`config.mk`:
```
export PLATFORM = sky130hd
export DESIGN_NAME = vga_pattern_gen_flat
export DESIGN_NICKNAME = d
export VERILOG_FILES = /design/src/rtl/vga_pattern_gen_pkg.sv /design/src/rtl/vga_pattern_gen_if.sv /design/src/rtl/vga_pattern_gen_lut.sv /design/src/rtl/vga_pattern_gen.sv /design/src/flat_wrapper.sv
export SDC_FILE = /design/constraint.sdc
export NUM_CORES = 1
export LEC_CHECK = 0
export CORE_ASPECT_RATIO = 0.9
export CORE_MARGIN = 8
export CORE_UTILIZATION = 56
export DETAILED_ROUTE_END_ITERATION = 7
export MAX_ROUTING_LAYER = met4
export PLACE_DENSITY = 0.8
export SKIP_LAST_GASP = 1
export SLEW_MARGIN = 30
export SYNTH_ARGS = -nofsm -noshare
export SYNTH_HDL_FRONTEND = slang
export SYNTH_SLANG_ARGS = --single-unit
```
`constraint.sdc`:
```
create_clock -name clk -period 4.8 [get_ports clk]
set_input_delay 0.96 -clock clk [delete_from_list [all_inputs] [get_ports clk]]
set_output_delay 0.96 -clock clk [all_outputs]
set_load 0.05 [all_outputs]
```
`src/rtl/vga_pattern_gen_pkg.sv`:
```
// Shared types and constants for the VGA test-pattern generator.
package vga_pkg;

    // Width of the pixel x/y coordinate counters
    localparam int COORD_W = 12;

    typedef enum logic [1:0] {
        MODE_SOLID = 2'd0,
        MODE_BARS  = 2'd1,
        MODE_CHECK = 2'd2,
        MODE_GRAD  = 2'd3
    } mode_t;

    typedef enum logic {
        WAIT_FRAME = 1'b0,
        LOCKED     = 1'b1
    } state_t;

    // {r,g,b} on/off flags of the eight colour bars, left to right:
    // white, yellow, cyan, green, magenta, red, blue, black
    localparam logic [2:0] BAR_TABLE [8] = '{
        3'b111, 3'b110, 3'b011, 3'b010, 3'b101, 3'b100, 3'b001, 3'b000
    };

endpackage

```
`src/rtl/vga_pattern_gen_if.sv`:
```
// Bundle between the timing controller / DAC side and the pattern generator.
// master: drives the sync/active/mode stream and receives the pixel outputs.
// slave:  the pattern generator itself.
interface vga_pattern_gen_if #(
    parameter int COLOR_W = 4
);
    import vga_pkg::*;

    logic               h_sync;
    logic               v_sync;
    logic               active;
    mode_t              mode;
    logic               vga_hs;
    logic               vga_vs;
    logic               vga_de;
    logic [COLOR_W-1:0] vga_r;
    logic [COLOR_W-1:0] vga_g;
    logic [COLOR_W-1:0] vga_b;
    logic [15:0]        frame_cnt;

    modport master (
        output h_sync, v_sync, active, mode,
        input  vga_hs, vga_vs, vga_de, vga_r, vga_g, vga_b, frame_cnt
    );

    modport slave (
        input  h_sync, v_sync, active, mode,
        output vga_hs, vga_vs, vga_de, vga_r, vga_g, vga_b, frame_cnt
    );

endinterface

```
`src/rtl/vga_pattern_gen_lut.sv`:
```
// Combinational pattern colour lookup: mode + pixel coordinate -> packed {r,g,b}.
module vga_pattern_lut
    import vga_pkg::*;
#(
    parameter int                   COLOR_W   = 4,
    parameter int                   CHK_LOG2  = 5,
    parameter logic [3*COLOR_W-1:0] SOLID_RGB = {3*COLOR_W{1'b1}}
) (
    input  mode_t                mode,
    input  logic                 de,
    input  logic [COORD_W-1:0]   x,
    input  logic [COORD_W-1:0]   y,
    input  logic [2:0]           bar_idx,
    output logic [3*COLOR_W-1:0] rgb
);

    logic [COLOR_W-1:0] grad_r;
    logic [COLOR_W-1:0] grad_g;
    logic [2:0]         bar_flags;
    logic               unused_coord_bits;

    assign grad_r            = x[COLOR_W+2:3];
    assign grad_g            = y[COLOR_W+2:3];
    assign bar_flags         = BAR_TABLE[bar_idx];
    assign unused_coord_bits = ^{x, y};

    // Pick the pattern colour for the pixel; blanked pixels are forced black
    always_comb begin
        rgb = '0;
        if (de) begin
            case (mode)
                MODE_SOLID: rgb = SOLID_RGB;
                MODE_BARS:  rgb = {{COLOR_W{bar_flags[2]}},
                                   {COLOR_W{bar_flags[1]}},
                                   {COLOR_W{bar_flags[0]}}};
                MODE_CHECK: rgb = (x[CHK_LOG2] ^ y[CHK_LOG2]) ? {3*COLOR_W{1'b1}}
                                                              : {3*COLOR_W{1'b0}};
                MODE_GRAD:  rgb = {grad_r, grad_g, grad_r ^ grad_g};
                default:    rgb = '0;
            endcase
        end
    end

endmodule

```
`src/rtl/vga_pattern_gen.sv`:
```
// VGA test-pattern generator: rebuilds x/y from the timing controller's
// sync/active stream and emits a 2-cycle pipelined pattern with delayed syncs.
// H_ACTIVE must be a multiple of 8 so the eight bars tile the line exactly.
module vga_pattern_gen
    import vga_pkg::*;
#(
    parameter int                   COLOR_W   = 4,
    parameter int                   H_ACTIVE  = 640,
    parameter int                   CHK_LOG2  = 5,
    parameter logic [3*COLOR_W-1:0] SOLID_RGB = {3*COLOR_W{1'b1}}
) (
    input  logic             clk,
    input  logic             rst,
    vga_pattern_gen_if.slave bus
);

    localparam int                 BAR_W     = H_ACTIVE / 8;
    localparam logic [COORD_W-1:0] BAR_LAST  = COORD_W'(BAR_W - 1);
    localparam logic [COORD_W-1:0] COORD_MAX = '1;

    state_t               state;
    state_t               state_next;
    logic                 locked;
    logic                 v_sync_q;
    logic                 active_q;
    logic                 frame_start;
    logic                 line_end;
    mode_t                mode_l;
    logic [15:0]          frame_cnt;
    logic [COORD_W-1:0]   x_cnt;
    logic [COORD_W-1:0]   y_cnt;
    logic [COORD_W-1:0]   bar_px;
    logic [2:0]           bar_idx;

    logic [COORD_W-1:0]   x_s1;
    logic [COORD_W-1:0]   y_s1;
    logic [2:0]           bar_idx_s1;
    logic                 de_s1;
    logic                 hs_s1;
    logic                 vs_s1;
    logic [3*COLOR_W-1:0] rgb_s1;

    logic [3*COLOR_W-1:0] rgb_s2;
    logic                 de_s2;
    logic                 hs_s2;
    logic                 vs_s2;

    assign frame_start = v_sync_q & ~bus.v_sync;
    assign line_end    = active_q & ~bus.active;

    // One-cycle history of v_sync and active for edge detection
    always_ff @(posedge clk) begin
        if (rst) begin
            v_sync_q <= 1'b0;
            active_q <= 1'b0;
        end else begin
            v_sync_q <= bus.v_sync;
            active_q <= bus.active;
        end
    end

    // Lock state register
    always_ff @(posedge clk) begin
        if (rst) state <= WAIT_FRAME;
        else     state <= state_next;
    end

    // Lock onto the first frame start; only reset drops the lock again
    always_comb begin
        state_next = state;
        locked     = 1'b0;
        case (state)
            WAIT_FRAME: if (frame_start) state_next = LOCKED;
            LOCKED:     locked = 1'b1;
            default:    state_next = WAIT_FRAME;
        endcase
    end

    // Frame counter and mode latch, both updated only at frame boundaries
    always_ff @(posedge clk) begin
        if (rst) begin
            mode_l    <= MODE_SOLID;
            frame_cnt <= '0;
        end else if (frame_start) begin
            mode_l    <= bus.mode;
            frame_cnt <= frame_cnt + 16'd1;
        end
    end

    // Horizontal position plus bar position, cleared outside the visible area
    always_ff @(posedge clk) begin
        if (rst || frame_start || !bus.active) begin
            x_cnt   <= '0;
            bar_px  <= '0;
            bar_idx <= '0;
        end else begin
            x_cnt <= x_cnt + COORD_W'(1);
            if (bar_px == BAR_LAST) begin
                bar_px <= '0;
                if (bar_idx != 3'd7) bar_idx <= bar_idx + 3'd1;
            end else begin
                bar_px <= bar_px + COORD_W'(1);
            end
        end
    end

    // Line counter: frame start wins over a coincident line end
    always_ff @(posedge clk) begin
        if (rst || frame_start) y_cnt <= '0;
        else if (line_end && y_cnt != COORD_MAX) y_cnt <= y_cnt + COORD_W'(1);
    end

    // Stage 1: capture the coordinates and syncs belonging to this input cycle
    always_ff @(posedge clk) begin
        if (rst) begin
            x_s1       <= '0;
            y_s1       <= '0;
            bar_idx_s1 <= '0;
            de_s1      <= 1'b0;
            hs_s1      <= 1'b1;
            vs_s1      <= 1'b1;
        end else begin
            x_s1       <= x_cnt;
            y_s1       <= y_cnt;
            bar_idx_s1 <= bar_idx;
            de_s1      <= bus.active & locked;
            hs_s1      <= bus.h_sync;
            vs_s1      <= bus.v_sync;
        end
    end

    vga_pattern_lut #(
        .COLOR_W   (COLOR_W),
        .CHK_LOG2  (CHK_LOG2),
        .SOLID_RGB (SOLID_RGB)
    ) u_lut (
        .mode    (mode_l),
        .de      (de_s1),
        .x       (x_s1),
        .y       (y_s1),
        .bar_idx (bar_idx_s1),
        .rgb     (rgb_s1)
    );

    // Stage 2: output registers toward the DAC
    always_ff @(posedge clk) begin
        if (rst) begin
            rgb_s2 <= '0;
            de_s2  <= 1'b0;
            hs_s2  <= 1'b1;
            vs_s2  <= 1'b1;
        end else begin
            rgb_s2 <= rgb_s1;
            de_s2  <= de_s1;
            hs_s2  <= hs_s1;
            vs_s2  <= vs_s1;
        end
    end

    assign bus.vga_hs    = hs_s2;
    assign bus.vga_vs    = vs_s2;
    assign bus.vga_de    = de_s2;
    assign bus.vga_r     = rgb_s2[3*COLOR_W-1 -: COLOR_W];
    assign bus.vga_g     = rgb_s2[2*COLOR_W-1 -: COLOR_W];
    assign bus.vga_b     = rgb_s2[COLOR_W-1:0];
    assign bus.frame_cnt = frame_cnt;

endmodule

```
`src/flat_wrapper.sv`:
```
// flat-port wrapper written by rule: the top's interface ports become plain ports
module vga_pattern_gen_flat import vga_pkg::*;
#(
    parameter int                   COLOR_W   = 4,
    parameter int                   H_ACTIVE  = 640,
    parameter int                   CHK_LOG2  = 5,
    parameter logic [3*COLOR_W-1:0] SOLID_RGB = {3*COLOR_W{1'b1}}
)
  (clk, rst, bus_h_sync, bus_v_sync, bus_active, bus_mode, bus_vga_hs, bus_vga_vs, bus_vga_de, bus_vga_r, bus_vga_g, bus_vga_b, bus_frame_cnt);
  vga_pattern_gen_if #(.COLOR_W(COLOR_W)) bus_i ();
  input  logic clk;
  input  logic rst;
  input wire logic [$bits(bus_i.h_sync)-1:0] bus_h_sync;
  input wire logic [$bits(bus_i.v_sync)-1:0] bus_v_sync;
  input wire logic [$bits(bus_i.active)-1:0] bus_active;
  input wire logic [$bits(bus_i.mode)-1:0] bus_mode;
  output wire logic [$bits(bus_i.vga_hs)-1:0] bus_vga_hs;
  output wire logic [$bits(bus_i.vga_vs)-1:0] bus_vga_vs;
  output wire logic [$bits(bus_i.vga_de)-1:0] bus_vga_de;
  output wire logic [$bits(bus_i.vga_r)-1:0] bus_vga_r;
  output wire logic [$bits(bus_i.vga_g)-1:0] bus_vga_g;
  output wire logic [$bits(bus_i.vga_b)-1:0] bus_vga_b;
  output wire logic [$bits(bus_i.frame_cnt)-1:0] bus_frame_cnt;
  assign bus_i.h_sync = bus_h_sync;
  assign bus_i.v_sync = bus_v_sync;
  assign bus_i.active = bus_active;
  assign bus_i.mode = bus_mode;
  assign bus_vga_hs = bus_i.vga_hs;
  assign bus_vga_vs = bus_i.vga_vs;
  assign bus_vga_de = bus_i.vga_de;
  assign bus_vga_r = bus_i.vga_r;
  assign bus_vga_g = bus_i.vga_g;
  assign bus_vga_b = bus_i.vga_b;
  assign bus_frame_cnt = bus_i.frame_cnt;
  vga_pattern_gen #(.COLOR_W(COLOR_W), .H_ACTIVE(H_ACTIVE), .CHK_LOG2(CHK_LOG2), .SOLID_RGB(SOLID_RGB)) u_core (.clk(clk), .rst(rst), .bus(bus_i));
endmodule
```
-- After elaboration in Yosys (flattened, before gate mapping)
Memory sizes are Yosys's and may differ from the RTL's.
Index checks and enable logic that the tools add are counted.
W data, S select, Z words.
- output and inout port bits: 31
- word-level logic and storage cells: 56
- register bits after elaboration: 95
- input port bits: 7
- memories kept: 1
- ROM bits: 24
- memory bits (writable): 0
- bits in latches: 0
- equality and inequality tests: 6
- muxes and demuxes: 7
- bitwise gates (word level): 9
- add/sub/neg operators: 5
- reduce and logical (&&, ||, !) cells: 8
- shift-type cells: 0
- $lt $le $gt $ge: 1
- multiply operators: 0
- divide/modulo/power cells: 0
- memory list (memory ; depth ; bits a word ; read ports ; clocked after Yosys merged registers in ; write ports ; RTL line ; source):
    (no name shown) ; 8 ; 3 ; 1 ; 0 ; 0 ; vga_pattern_gen_lut.sv:24 ; assign bar_flags = BAR_TABLE[bar_idx];
- operators with widths (kind ; number):
    $pmux W12 S4 ; 1
    $add A12 B1 Y12 const B ; 3
    $add A16 B1 Y16 const B ; 1
    $eq A12 B7 Y1 const B ; 1
    $mux W12 ; 1
    $ne A12 B12 Y1 const B ; 1
    $mux W3 ; 2
    $eq A2 B2 Y1 const B ; 2
    $ge A4 B4 Y1 const B ; 1
    $not A3 Y4 ; 1
    $reduce_or A2 Y1 ; 2
    $xor A4 B4 Y4 ; 1
    $add A3 B1 Y3 const B ; 1
    $and A1 B1 Y1 ; 3
    $mux W1 ; 3
    $ne A3 B3 Y1 const B ; 1
    $not A1 Y1 ; 3
    $eq A2 B1 Y1 const B ; 1
    $logic_not A2 Y1 ; 1
    $logic_or A1 B1 Y1 ; 2
    $reduce_and A2 Y1 ; 1
    $logic_and A1 B1 Y1 ; 1
    $logic_not A1 Y1 ; 1
    $xor A1 B1 Y1 ; 1

-- Depth between registers and ports, before layout
Gate-level depths: netlist of the first run.
- depth in word-level cells: 5
- gate-level depth with buffers: 6
- depth with buffers taken out: 5

-- By module
A second synthesis of the first run with hierarchy kept.
- cell total of the unflattened synthesis: 416
- area total of the unflattened synthesis: 3987.6 µm²
- by module, submodules not included (module ; sequential area each (µm²) ; cells each ; instances ; area each (µm²)):
    vga_pattern_gen ; 2102.0 ; 388 ; 1 ; 3797.4
    vga_pattern_lut ; 0.0 ; 28 ; 1 ; 190.2

-- Least setup slack after synthesis of the first run
OpenSTA, ideal clock, no wires.
- kind: input port to flip-flop
- start: input bus_v_sync
- end: register u_core.frame_cnt[13] (netlist: u_core.bus.frame_cnt[13])
- slack: 2584 ps
- library setup time: 121 ps
- stages on the path: 4
- required time: 4679 ps
- data arrival time: 2096 ps
- cells stage by stage: nand4b_1 -> nor4_1 -> nand3_1 -> mux2_2
- longest elaborated chain between the ends: 2
- ends and longest elaborated chain (element ; RTL line ; source):
    from (decl) ; flat_wrapper.sv:14 ; input wire logic [$bits(bus_i.v_sync)-1:0] bus_v_sync;
    $not A1 Y1 ; vga_pattern_gen.sv:48 ; assign frame_start = v_sync_q & ~bus.v_sync;
    $and A1 B1 Y1 ; vga_pattern_gen.sv:48 ;
    to (signal assigned) ; vga_pattern_gen.sv:86 ; frame_cnt <= frame_cnt + 16'd1;
    to (decl) ; vga_pattern_gen.sv:29 ; logic [15:0] frame_cnt;
No other way between the ends.
A chain may end at the register's enable or synchronous reset.

-- Worst setup path in the final report of the first run
- start: input bus_v_sync
- end: register u_core.bar_px[6]
- longest elaborated chain between the ends: 5
- ends and longest elaborated chain (element ; RTL line ; source):
    $not A1 Y1 ; vga_pattern_gen.sv:48 ;
    $and A1 B1 Y1 ; vga_pattern_gen.sv:48 ;
    $logic_or A1 B1 Y1 (2 in a row) ; vga_pattern_gen.sv:92 ; if (rst || frame_start || !bus.active) begin
    $reduce_or A2 Y1 (no source line) ; n/a ;
    to (signal assigned) ; vga_pattern_gen.sv:102 ; bar_px <= bar_px + COORD_W'(1);
    to (decl) ; vga_pattern_gen.sv:32 ; logic [COORD_W-1:0] bar_px;
No other way between the ends.

==> results.cfg, run 1 <==
[floorplan]
die_area_mm2 = 0.00864
core-area_mm2 = 0.00569
die_h_um = 89.0
start_util_pct = 58.2
die_w_um = 97.1
ioPinCount = 38
core.rowCount = 26

[logic_synthesis]
synthMuxAreaShare_pct = 2.19
synth_common_cells = dfxtp_1, nor2_1, nand2_1, a21oi_1, nor2b_1
synth-simple-area-share_pct = 27.4
synth-adder-area-share_pct = 2.27
synth_xor_xnor_area_share_pct = 7.66
synth_top_family_by_area = simple AND/OR/NAND/NOR gates
synth_ff_type = dfxtp_1
yosysWarnings = 0
yosysTopAreaCellShare_pct = 50.7
synth_cells = 351
synth_seq_cells = 84
synth_compound_area_share_pct = 7.25
yosys.area.top_type = dfxtp_1
synth-seq-area-share_pct = 50.7
synth_enable_flop_cells = 0
syn_area_mm2 = 0.00331
avgSynthCellArea_um2 = 9.44
synth_cell_types = 44
synth_nets = 364
synth_most_common_cell = dfxtp_1
synth-async-reset-ratio_pct = 0
synthTopCellsByArea = dfxtp_1, nor2_1, xor2_1, xnor2_1, nor2b_1

[timing]
max_freq_mhz = 368
tns_ns = 0
period_needed_ns = 2.71
tightestPinTransition_ns = 0.766
fin_crit_sh_pct = 56.5
finalMaxSlewViolations = 0
finalClockSkew_ns = 0.0104
setup_violations = 0
rsz0062_at_grt = false
fin_hold_ws_ns = 0.413
hold_violations = 0
max_slew_margin_pct = 48.8

[global_route]
grt_pass1_vias = 2303
grt_usage_pct = 15.3
grt_max_degree = 31
overflow = 0
antenna_found_initial = 0
grt_pass1_wl_mm = 10.6

[clock_tree]
cts-root-buf = clkbuf_8
clk_latency_ns = 0.35
numCtsBuffers = 9
cts_tree = yes
clock_path_buffers = 2
htreeDepth = 3
cts_resized = 0
cts_hold_buf = 0
postCtsSetupRepairBufs = 0
cts.sinks = 84
path_clk_slew_ns = 0.08

[cells_and_area]
antennaDiodeCount = 0
fillCellCount = 422
nets = 401
final_util_pct = 69.2
fin_cells = 462
syn2layout_area_growth_pct = 18.8
final_layout_size_suffix_gt1_share_pct = 9.18

[worst_setup_path]
crit_required_ns = 5.03
critical_path.top_delay_family = simple AND/OR/NAND/NOR gates
path_class = in2reg
worst_path_max_delay_cell = nor2b_1
critical_path.max_fanout = 12
startpoint_type = input port
path_cells = clkdlybuf4s50_1 -> nor2b_1 -> nand2b_1 -> or2_2 -> nor2_1
critical_path_arrival_ns = 2.94
crit_path_max_incr_delay_ns = 0.63
cp-end-kind = flip-flop
critPathBufInv = 1

[placement]
dp_hpwl_mm = 4.57
place_inst = 447
numPortBuffers = 37
gp_congestion = 0.814

[route]
ant_nets = 0
firstDrtPassIters = 4
post_drt_wl_per_cell_um = 13.6
drc = 0
wl_mm = 6.29
viasPerCell = 5.44
drt_iter0_drc = 129
vias = 2511

[power]
p_per_area_mw_per_mm2 = 326
p_leak_nw = 1.46
finalPower_mw = 1.29
irDropWorstVdd_uv = 211

[outcome]
outcome = finished, final reports clean

[flow_run]
drv_cap = 0

[worst_hold_path]
hold_class = reg2reg
[stage by stage]
stage                     worst slack, ns  area (um^2)
after CTS                            2.10         3940
after floorplan                      2.58         3310
after global placement               1.76         3730
final                                2.09         3940
after global routing                 1.92         3940
after detailed placement             1.72         3730
[flip-flops by register name, summed over array words and instances (netlist names), 2 cells and up]
register	cells
u_core.bar_idx	3
u_core.mode_l	2
u_core.rgb_s2	12
u_core.y_cnt	12
u_core.bus.frame_cnt	16
u_core.x_s1	4
u_core.y_s1	4
u_core.bar_idx_s1	3
u_core.x_cnt	7
u_core.bar_px	12
[cell type report]
class / instances / area [um^2] / share of cell area [%]
clock buffers: 9 / 124 / 3.14
clock inverters: 6 / 88.8 / 2.26
inverters: 6 / 22.5 / 0.572
multi-input cells: 248 / 1550 / 39.3
flip-flops and latches: 84 / 1680 / 42.7
well taps: 70 / 87.6 / 2.22
repair buffers: 39 / 385 / 9.78
[kinds of logic after synthesis]
family,after synthesis
xor+xnor,29
compound gates,40
flops,84
simple gates,166
buf+inv,19
fa+ha+maj,6
mux,7
[report_power, final]
part	switching (mW)	internal, mW
logic	0.0292	0.0170
registers	0.00514	0.704
clock network	0.240	0.291
[path summary, 6_finish.rpt]
check                                                     to  depth (start not counted)                        from  slack (ns)
worst min register to register  u_core.bus.vga_vs$_SDFF_PP1_                          1     u_core.vs_s1$_SDFF_PP1_        0.41
worst min-delay path            u_core.bus.vga_vs$_SDFF_PP1_                          1     u_core.vs_s1$_SDFF_PP1_        0.41
worst max-delay path             u_core.bar_px[6]$_SDFF_PP0_                          5                  bus_v_sync        2.09
worst max register to register   u_core.bar_px[6]$_SDFF_PP0_                          4  u_core.v_sync_q$_SDFF_PP0_        2.74
[cells in the final DEF (no fill, tap or decap), types with 2 or more instances in the layout]
cell type	Yosys	final
o211ai_1	4	4
bufinv_16	0	2
or2_2	6	6
inv_1	6	6
xor2_1	16	16
nor4_1	5	5
or4_4	3	3
clkdlybuf4s50_1	0	37
nor3_1	9	9
nand4_1	9	9
xnor2_1	13	13
nand2b_1	4	4
a211oi_1	2	2
nor2b_1	17	17
and4_1	2	2
clkinvlp_4	0	2
ha_1	6	6
dfxtp_1	84	84
o211a_1	2	2
nand2_1	28	28
nand3_1	13	13
o21ai_0	7	7
or3_1	6	6
a21oi_1	20	20
clkbuf_8	0	9
mux2_2	2	2
and2_1	2	2
nand3b_1	2	2
o31ai_1	3	3
and3_1	5	5
buf_4	0	2
nor2_1	44	44
mux2i_1	5	5
nand3_2	2	2
[metal layers]
| metal | global-route usage, % | up-vias | routed length (um) |
|---|---|---|---|
| li1 | - | 1282 | - |
| met1 | 18.3 | 1170 | 3050 |
| met2 | 23.0 | 52 | 2830 |
| met3 | 5.87 | 7 | 340 |
| met4 | 5.86 | 0 | 75 |
| met5 | - | - | 0 |
(Power assumes the default switching activity.)
==> run 2, diff against run 1 <==
CORE_UTILIZATION = 50   (was 56)
PLACE_DENSITY = 0.75   (was 0.8)
clock period = 2.4 ns   (was 4.8 ns; I/O delays follow)
==> run 2 against run 1 <==
Compared with the run above: sequential share of layout area fell by 0.86 points; global-route usage shrank 1.8 points; non-clock buffer count grew 6; die area up 9.9%; worst hold slack improved by 0.0039 ns.
==> results.cfg, run 2 (synthesis results as in run 1) <==
[timing]
finalMaxSlewViolations = 0
max_freq_mhz = 469
tightestPinTransition_ns = 0.549
max_slew_margin_pct = 63.2
rsz0062_at_grt = false
setup_violations = 0
fin_crit_sh_pct = 88.8
finalClockSkew_ns = 0.0134
hold_violations = 0
period_needed_ns = 2.13
tns_ns = 0

[power]
finalPower_mw = 2.63
combPwrFrac_pct = 3.7
irDropWorstVdd_uv = 383
p_per_area_mw_per_mm2 = 653
swShare_pct = 22.1
power_switching_uw = 582
pwr-share-seq_pct = 54.0
p_leak_nw = 1.50
internal-power_mw = 2.04
p_clk_share_pct = 42.3

[worst_setup_path]
cp-end-kind = output pin
crit_required_ns = 1.92
critical_path_arrival_ns = 1.65
rr_startpoint = u_core.bus.frame_cnt[0]$_SDFFE_PP0P_
crit_path_max_incr_delay_ns = 0.85
crit_cells = 1
worst_path_max_delay_cell = clkdlybuf4s50_1
critPathBufInv = 1
critPathCapture = bus_frame_cnt[0]
rrSetupSlack_ns = 0.50
path_cells = clkdlybuf4s50_1
cp-startpoint = u_core.bus.frame_cnt[0]$_SDFFE_PP0P_
path_class = reg2out
critical_path.top_delay_family = buffers and inverters
startpoint_type = flip-flop
r2r_cells = 5
critical_path.max_fanout = 5
reg2reg_to = u_core.bus.frame_cnt[14]$_SDFFE_PP0P_

[clock_tree]
cts_tree = yes
clock_path_buffers = 2
cts-root-buf = clkbuf_8
postCtsSetupRepairBufs = 0
numCtsBuffers = 9
cts_resized = 0
clk_latency_ns = 0.35
htreeDepth = 3
cts.sinks = 84
path_clk_slew_ns = 0.09
cts_hold_buf = 0

[placement]
dp_hpwl_mm = 4.25
gp_congestion = 0.835
place_inst = 473
numPortBuffers = 37

[floorplan]
start_util_pct = 51.1
ioPinCount = 38
die_h_um = 93.2
die_area_mm2 = 0.00949
core.rowCount = 28
core-area_mm2 = 0.00648
die_w_um = 102

[route]
drt_iter0_drc = 87
firstDrtPassIters = 4
drc = 0
met1Wirelength_mm = 2.96
highest_layer = met4
viasPerCell = 5.08
ant_nets = 0
wl_met2_mm = 2.62
wl_met3_um = 376
vias = 2482
wl_mm = 6.01
post_drt_wl_per_cell_um = 12.3

[global_route]
grt_pass1_wl_mm = 9.98
grt_usage_pct = 13.5
grt_pass1_vias = 2200
grt_max_degree = 26
antenna_found_initial = 0
overflow = 0

[cells_and_area]
antennaDiodeCount = 0
largest_register = u_core.bus.frame_cnt
largest_reg_flops = 16
fin_cells = 489
final_layout_size_suffix_gt1_share_pct = 10.5
nets = 407
final_cell_mix = dfxtp_1, nor2_1, clkdlybuf4s50_1, nand2_1, a21oi_1
syn2layout_area_growth_pct = 21.3
layout_commonest_cell = dfxtp_1

[outcome]
outcome = finished, final reports clean

[flow_run]
drv_cap = 0

[worst_hold_path]
hold_class = reg2reg
[run 2: worst min path at each step]
stage	startpoint	to	cells after the start
global placement	u_core.hs_s1$_SDFF_PP1_	u_core.bus.vga_hs$_SDFF_PP1_	1
global route	u_core.vs_s1$_SDFF_PP1_	u_core.bus.vga_vs$_SDFF_PP1_	1
CTS	u_core.hs_s1$_SDFF_PP1_	u_core.bus.vga_hs$_SDFF_PP1_	1
finish	u_core.hs_s1$_SDFF_PP1_	u_core.bus.vga_hs$_SDFF_PP1_	1
detailed placement	u_core.hs_s1$_SDFF_PP1_	u_core.bus.vga_hs$_SDFF_PP1_	1
floorplan	u_core.hs_s1$_SDFF_PP1_	u_core.bus.vga_hs$_SDFF_PP1_	1
[run 2: layout make-up]
class	instances	area, um^2
fillers	553	2460
flip-flops and latches	84	1680
well taps	90	113
repair buffers	45	430
clock inverters	6	96.3
clock buffers	10	128
multi-input cells	248	1550
inverters	6	22.5
[run 2: power groups by stage]
stage | sequential (mW) | combinational, mW | clock [mW]
after CTS | 1.42 | 0.0989 | 1.15
after floorplan | 1.47 | 0.0448 | 0
after detailed placement | 1.45 | 0.0982 | 0
after global routing | 1.42 | 0.107 | 1.20
after global placement | 1.45 | 0.0966 | 0
final | 1.42 | 0.0977 | 1.11
[run 2: stage by stage]
stage               utilization [%]  setup WS [ns]  cell area (um^2)  hold WS (ns)
global route                   62.0          0.189              4020         0.425
global placement               58.6          0.214              3800         0.392
finish                         62.0          0.268              4020         0.417
detailed placement             58.6          0.157              3800         0.396
floorplan                         -          0.289              3310         0.389
CTS                            62.0          0.253              4020         0.418
[run 2: per-layer routing]
layer,vias up,GRT usage (%)
li1,1288,-
met1,1144,16.3
met2,46,19.9
met3,4,4.75
met4,0,5.62
met5,-,-
